--- config.mk ---
export PLATFORM = sky130hd
export DESIGN_NAME = keypad_scanner
export DESIGN_NICKNAME = d
export VERILOG_FILES = /design/src/rtl/keypad_pkg.sv /design/src/rtl/keypad_scanner_decoder.sv /design/src/rtl/keypad_scanner.sv
export SDC_FILE = /design/constraint.sdc
export NUM_CORES = 1
export LEC_CHECK = 0
export BUFFER_PORTS_ARGS = -buffer_cell sky130_fd_sc_hd__buf_2
export CORE_MARGIN = 2
export CORE_UTILIZATION = 49
export DETAILED_ROUTE_END_ITERATION = 8
export GPL_TIMING_DRIVEN = 0
export PLACE_DENSITY = 0.79
export SLEW_MARGIN = 20
export SYNTH_ARGS = -nofsm -noshare
export SYNTH_HDL_FRONTEND = slang
export SYNTH_SLANG_ARGS = --single-unit
--- constraint.sdc ---
create_clock -name clk -period 1.5 [get_ports clk]
set_input_delay 0.3 -clock clk [delete_from_list [all_inputs] [get_ports clk]]
set_output_delay 0.3 -clock clk [all_outputs]
set_load 0.05 [all_outputs]
--- src/rtl/keypad_pkg.sv ---
// Shared types and helpers for the 4x4 keypad scanner.
// Holds the scanner state encoding, matrix dimensions and key-code packing.
package keypad_pkg;

  localparam int NUM_ROWS = 4;
  localparam int NUM_COLS = 4;
  localparam int KEY_W    = 4;

  typedef enum logic [1:0] {
    SCAN     = 2'd0,
    DEBOUNCE = 2'd1,
    REPORT   = 2'd2,
    RELEASE  = 2'd3
  } state_e;

  function automatic logic [KEY_W-1:0] pack_key(input logic [1:0] row, input logic [1:0] col);
    return {row, col};
  endfunction

  // Highest set column wins; an all-zero input maps to column 0.
  function automatic logic [1:0] top_col(input logic [NUM_COLS-1:0] cols);
    logic [1:0] c;
    c = 2'd0;
    if (cols[3])      c = 2'd3;
    else if (cols[2]) c = 2'd2;
    else if (cols[1]) c = 2'd1;
    return c;
  endfunction

endpackage

--- src/rtl/keypad_scanner_decoder.sv ---
// Generic 2-to-4 one-hot decoder with enable, used to drive the keypad rows.
module decoder_2to4 (
  input  logic       i_en,
  input  logic [1:0] i_sel,
  output logic [3:0] o_y
);

  for (genvar gi = 0; gi < 4; gi++) begin : g_out
    assign o_y[gi] = i_en && (i_sel == 2'(gi));
  end

endmodule

--- src/rtl/keypad_scanner.sv ---
// 4x4 matrix keypad scanner: walks the rows, debounces the first key found
// and reports it once with a one-cycle strobe, then waits for its release.
module keypad_scanner
  import keypad_pkg::*;
#(
  parameter int SCAN_DIV     = 4,
  parameter int DEBOUNCE_CNT = 3
) (
  input  logic                clk,
  input  logic                rst_n,
  input  logic [NUM_COLS-1:0] col_in,
  output logic [NUM_ROWS-1:0] row_out,
  output logic [KEY_W-1:0]    key_code,
  output logic                key_valid,
  output logic                key_held
);

  localparam int DIV_W = (SCAN_DIV > 1) ? $clog2(SCAN_DIV) : 1;
  localparam int DEB_W = (DEBOUNCE_CNT > 1) ? $clog2(DEBOUNCE_CNT) : 1;
  localparam logic [DIV_W-1:0] DIV_LAST = DIV_W'(SCAN_DIV - 1);
  localparam logic [DEB_W-1:0] DEB_LAST = DEB_W'(DEBOUNCE_CNT - 1);

  state_e              r_state;
  logic [1:0]          r_row;
  logic [1:0]          r_col;
  logic [DIV_W-1:0]    r_div_cnt;
  logic [DEB_W-1:0]    r_deb_cnt;
  logic [NUM_COLS-1:0] r_sync1;
  logic [NUM_COLS-1:0] r_col_s;
  logic [KEY_W-1:0]    r_key_code;
  logic                r_key_valid;
  logic                r_key_held;
  logic                w_key_line;

  assign w_key_line = r_col_s[r_col];

  always_ff @(posedge clk or negedge rst_n) begin
    if (!rst_n) begin
      r_state     <= SCAN;
      r_row       <= 2'd0;
      r_col       <= 2'd0;
      r_div_cnt   <= '0;
      r_deb_cnt   <= '0;
      r_sync1     <= '0;
      r_col_s     <= '0;
      r_key_code  <= '0;
      r_key_valid <= 1'b0;
      r_key_held  <= 1'b0;
    end else begin
      r_sync1     <= col_in;
      r_col_s     <= r_sync1;
      r_key_valid <= 1'b0;
      case (r_state)
        SCAN: begin
          if (r_div_cnt == DIV_LAST) begin
            r_div_cnt <= '0;
            if (r_col_s != '0) begin
              r_col     <= top_col(r_col_s);
              r_deb_cnt <= '0;
              r_state   <= DEBOUNCE;
            end else begin
              r_row <= r_row + 2'd1;
            end
          end else begin
            r_div_cnt <= r_div_cnt + DIV_W'(1);
          end
        end
        DEBOUNCE: begin
          if (w_key_line) begin
            // Strobe and code are registered on entry so they are visible in REPORT.
            if (r_deb_cnt == DEB_LAST) begin
              r_key_valid <= 1'b1;
              r_key_code  <= pack_key(r_row, r_col);
              r_key_held  <= 1'b1;
              r_state     <= REPORT;
            end else begin
              r_deb_cnt <= r_deb_cnt + DEB_W'(1);
            end
          end else begin
            r_row     <= r_row + 2'd1;
            r_div_cnt <= '0;
            r_state   <= SCAN;
          end
        end
        REPORT: begin
          r_deb_cnt <= '0;
          r_state   <= RELEASE;
        end
        RELEASE: begin
          if (!w_key_line) begin
            if (r_deb_cnt == DEB_LAST) begin
              r_key_held <= 1'b0;
              r_row      <= r_row + 2'd1;
              r_div_cnt  <= '0;
              r_deb_cnt  <= '0;
              r_state    <= SCAN;
            end else begin
              r_deb_cnt <= r_deb_cnt + DEB_W'(1);
            end
          end else begin
            r_deb_cnt <= '0;
          end
        end
        default: r_state <= SCAN;
      endcase
    end
  end

  decoder_2to4 u_row_dec (
    .i_en  (1'b1),
    .i_sel (r_row),
    .o_y   (row_out)
  );

  assign key_code  = r_key_code;
  assign key_valid = r_key_valid;
  assign key_held  = r_key_held;

endmodule

### Word-level counts from Yosys, hierarchy flattened

Index checks and enable logic that the tools add are counted.

| storage, ports and cells | value |
|---|---|
| flip-flop bits (word level) | 24 |
| latch bits | 0 |
| RAM bits | 0 |
| ROM bits | 0 |
| bits of input ports | 6 |
| output and inout bits | 10 |
| word-level logic and storage cells | 80 |
| memories kept | 0 |

| cells by class | value |
|---|---|
| add/sub/neg operators | 3 |
| multiply operators | 0 |
| div/mod/pow operators | 0 |
| order comparisons | 1 |
| equality and inequality tests | 18 |
| shift operators | 0 |
| multiplexer cells | 36 |
| bitwise gates (word level) | 0 |
| reductions and logical operators | 12 |

Operators by type and width:

| operator | number |
|---|---|
| $mux 2 | 21 |
| $ne 2x2->1 const B | 9 |
| $pmux 2 s4 | 2 |
| $eq 2x2->1 const B | 6 |
| $pmux 2 s3 | 2 |
| $reduce_and 5->1 | 2 |
| $mux 1 | 9 |
| $reduce_and 4->1 | 2 |
| $add 2x1->2 const B | 3 |
| $reduce_and 3->1 | 2 |
| $reduce_and 6->1 | 1 |
| $eq 2x1->1 const B | 2 |
| $logic_not 2->1 | 2 |
| $reduce_bool 4->1 | 1 |
| $lt 2x3->1 const B | 1 |
| $ne 3x3->1 const B | 1 |
| $reduce_bool 3->1 | 1 |
| $bmux 1 s2 | 1 |
| $pmux 1 s2 | 1 |
| $reduce_bool 2->1 | 1 |

### Longest topological paths before layout

| depth | value |
|---|---|
| depth after elaboration | 4 |
| gate-level depth with buffers | 6 |
| mapped depth without buffers | 6 |

### Cells and area by module

A second synthesis with hierarchy kept.

| second synthesis, totals | value |
|---|---|
| cells, all modules | 90 |
| area total of the unflattened synthesis | 1,096.1 µm² |

By module, submodules not included:

| module | instances | cells an instance | area each (µm²) | sequential area each (µm²) |
|---|---|---|---|---|
| keypad_scanner | 1 | 86 | 1,058.5 | 600.6 |
| decoder_2to4 | 1 | 4 | 37.5 | 0.0 |

### Least setup slack after synthesis

Ideal clock, no wire load.

| timing path | value |
|---|---|
| path type | register -> register |
| start | register r_col[0] |
| end | register r_key_code[1] (netlist: key_code[1]) |
| library setup time | 125 ps |
| arrival time | 1,547 ps |
| data required time | 1,375 ps |
| setup slack | -172 ps |
| cell stages (with the launch flop) | 6 |
| path buffers | 0 |
| period minus slack after synthesis | 1,672 ps |
| cell sequence | dfrtp_1 -> mux4_2 -> nand3_2 -> or2_4 -> inv_2 -> mux2_4 |

| between the ends | value |
|---|---|
| word-level cells in the longest chain between the ends | 3 |

Ends and longest elaborated chain:

| item | RTL line | text |
|---|---|---|
| start: declaration | keypad_scanner.sv:25 | `logic [1:0] r_col;` |
| start signal: assignment | keypad_scanner.sv:58 | `r_col <= top_col(r_col_s);` |
| $bmux 1 s2 | keypad_scanner.sv:35 | `assign w_key_line = r_col_s[r_col];` |
| $mux 1 (implied by the code) | keypad_scanner.sv:35 |  |
| $reduce_and 3->1 (no line) | - |  |
| end signal: assignment | keypad_scanner.sv:73 | `r_key_code <= pack_key(r_row, r_col);` |
| end: declaration | keypad_scanner.sv:30 | `logic [KEY_W-1:0] r_key_code;` |

No other way between the ends. The select of a mux whose other input is x is not followed.
A chain may end at the register's enable or synchronous reset.

### Worst setup path in the final report

| timing path | value |
|---|---|
| start | register r_col_s[0] |
| end | register r_key_code[1] (netlist: key_code[1]) |

| between the ends | value |
|---|---|
| word-level cells in the longest chain between the ends | 3 |

Ends and longest elaborated chain:

| item | RTL line | text |
|---|---|---|
| start: declaration | keypad_scanner.sv:29 | `logic [NUM_COLS-1:0] r_col_s;` |
| start signal: assignment | keypad_scanner.sv:51 | `r_col_s <= r_sync1;` |
| $bmux 1 s2 | keypad_scanner.sv:35 |  |
| $mux 1 (implied by the code) | keypad_scanner.sv:35 |  |
| $reduce_and 3->1 (no line) | - |  |

No other way between the ends. The select of a mux whose other input is x is not followed.

==> impl_metrics.csv <==
group,metric,value,unit
placement,dp_hpwl,1406,um
synth,netlist.area_leader.share,54.73,%
setup_path,critPathMaxFanout,4,
grt,grtUsageTotal,18.06,%
sta,min_period,1.670,ns
detailed_routing,drt_first_iter_violations,12,
hold_path,holdCritPathClass,"input pin to register",
setup_path,path_buf_inv,1,
placement,dp.cells,134,
detailed_routing,drtPass1Iterations,4,
finish,finalNonFillerCells,152,
setup_path,cpPeakStageDelay,0.54,ns
sta,timing.final.crit_share,111.3,%
setup_path,slowest_stage,"mux4_2",
setup_path,arrival,1.89,ns
grt,antenna_found_initial,0,
clocking,cts_root_buf,"clkbuf_4",
sta,fin_setup_tns,-1.218,ns
setup_path,endpoint_kind,"register",
sta,setup_viol,13,
detailed_routing,drc,0,
synth,synth-seq-cells,24,
clocking,cts_max_path_buffers,2,
detailed_routing,vias_per_cell,5.388,
detailed_routing,vias,819,
floorplan,io_pins,16,
grt,grt_pass1_vias,736,
synth,synthesis.nets,105,
synth,syn-cell-area,0.001097,sq mm
synth,yosys.area.top_type,"dfrtp_1",
floorplan,placeableCoreArea,0.002170,sq mm
setup_path,cp.required,1.72,ns
finish,drive_above_1_share,44.35,%
floorplan,dieArea,0.002634,sq mm
setup_path,path_cells,"mux4_2 -> nand3_2 -> or2_4 -> inv_2 -> mux2_4",
floorplan,die_height,51.32,um
synth,synthTopCellsByArea,"dfrtp_1, ha_1, mux2_4",
finish,nets,139,
clocking,cts_made_buffers,3,
setup_path,path_class,"register to register",
floorplan,start_util,50.58,%
setup_path,critPathLaunchType,"register",
finish,antenna_cells,0,
finish,layout_common_cells,"dfrtp_1, buf_4, buf_2, nand2_1",
detailed_routing,ant_nets,0,
grt,grt_max_degree,25,
synth,syn_area_per_cell,12.06,sq um
pwr,leakage,0.6819,nW
detailed_routing,wirelength,2265,um
clocking,cts.sinks,24,
floorplan,die_x,51.32,um
clocking,path_clk_slew,0.13,ns
status,outcome,"finished, violations left",
synth,synth_cell_types,28,
sta,slew_headroom,64.30,%
placement,port_buffers,15,
pwr,peakVddDrop,1186,uV
synth,yosysWarnings,0,
floorplan,fp-row-count,17,
finish,syn_to_final_growth,29.19,%
pwr,pwr_density_cell,2110,mW/mm^2
finish,final_common_cell,"dfrtp_1",
finish,final_area,0.001418,sq mm
clocking,cts_tree,"done",
status,failed_checks,"negative setup slack",
clocking,htree_levels,1,
setup_path,critPathTopFamily,"multiplexers",
sta,clock_skew,0.007301,ns
grt,grt_pass1_wl,3415,um
placement,gp_congestion,0.7822,
sta,finalMaxSlewViolations,0,
detailed_routing,detail_route.wl_per_cell,14.90,um
sta,rsz0062_at_grt,"yes",
finish,final_core_util,65.34,%
sta,max_freq,598.9,MHz
grt,overflow,0,
finish,fillCellCount,164,
sta,tightest_slew,0.5313,ns
synth,synthCells,91,
placement,place_area,0.001207,sq mm
flow_run,cap_violations,0,
sta,hold_viol_final,0,
clocking,clock_latency,0.32,ns
sta,fin_ws,-0.1698,ns
synth,synth-seq-area-share,54.73,%
## cell type report
type,count,area [sq um],share of cell area (%)
flip-flops and latches,24,601.8,42.45
plain buffers,2,10.01,0.7061
multi-input cells,57,500.5,35.30
clock buffers,4,36.28,2.560
well taps,28,35.03,2.471
inverters,8,30.03,2.118
repair buffers,29,203.9,14.39
## metrics by stage
step	hold slack (ns)	power (mW)	worst slack, ns
floorplan	0.004409	2.040	-0.1531
detailed placement	0.3063	2.301	-0.2554
finish	0.06878	2.991	-0.1698
global placement	0.2996	2.222	-0.2447
global route	0.04452	3.174	-0.2201
CTS	0.07307	2.840	-0.1515
## final timing paths
kind                            startpoint                         end  slack (ns)  cells after the start
worst max-delay path            r_col_s[0]                 key_code[1]       -0.17                      5
worst min-delay path             col_in[2]                  r_sync1[2]        0.07                      1
worst max register to register  r_col_s[0]                 key_code[1]       -0.17                      5
worst min register to register  r_sync1[0]                  r_col_s[0]        0.36                      0
max in group asynchronous            rst_n                    r_row[0]        0.65                      2
min in group asynchronous            rst_n  asynchronous set/reset pin        0.47                      2
## where the power goes
| part | total (mW) | leakage [nW] | switching (mW) | internal [mW] |
|---|---|---|---|---|
| logic | 1.66 | 0.373 | 0.960 | 0.701 |
| clock network | 0.344 | 0.0210 | 0.195 | 0.149 |
| registers | 0.986 | 0.288 | 0.154 | 0.832 |
## cell usage after synthesis, drive strengths merged
cell	n
mux2	7
nor3	1
a31oi	3
nand3	1
nor2	6
o22ai	2
mux4	1
nand2b	1
a211oi	1
nor4	1
a21oi	5
ha	8
nand2	7
o21ai	2
a21boi	1
nand3b	1
o2bb2ai	2
xnor2	1
or2	1
a22o	2
o211ai	1
buf	2
inv	8
dfrtp	24
nor2b	1
o41ai	1
## routing by layer
layer  share of wire, %  routed length (um)  up-vias  global-route usage (%)
li1                   -                   -      387                       -
met1                 42                 958      391                   22.07
met2                 51                1158       30                   30.95
met3                3.2                  73       11                   3.509
met4                3.3                  75        0                   7.895
met5                  0                   0        -                       0
## repair_timing
| item | 4_1_cts | 5_1_grt |
|---|---|---|
| resized for setup | 9 | 11 |
| hold endpoints to repair | 24 | 0 |
| endpoints found under the setup margin | 16 | 18 |
| hold buffers | 1 | 0 |
| buffers inserted | 10 | 3 |
| pin swaps | 1 | 1 |
## sequential cells by signal, summed over array words and instances (netlist names), named ones only
signal     count
key_code       4
r_col_s        4
r_sync1        4
r_col          2
r_deb_cnt      2
r_div_cnt      2
r_row          2
key_held       1
key_valid      1
r_state        1
## kinds of logic (layout without fill, tap and decap cells)
logic type	after synthesis	count (layout)	synth area share (%)
adder cells (fa/ha/maj)	8	8	9.122
flip-flops	24	24	54.73
XOR/XNOR	1	1	0.7983
AND/OR/NAND/NOR	20	20	9.009
multiplexers	8	8	10.60
AO/OA/AOI/OAI	20	20	12.09
buffers and inverters	10	43	3.649
No activity file was read; power rests on OpenSTA's default activity.
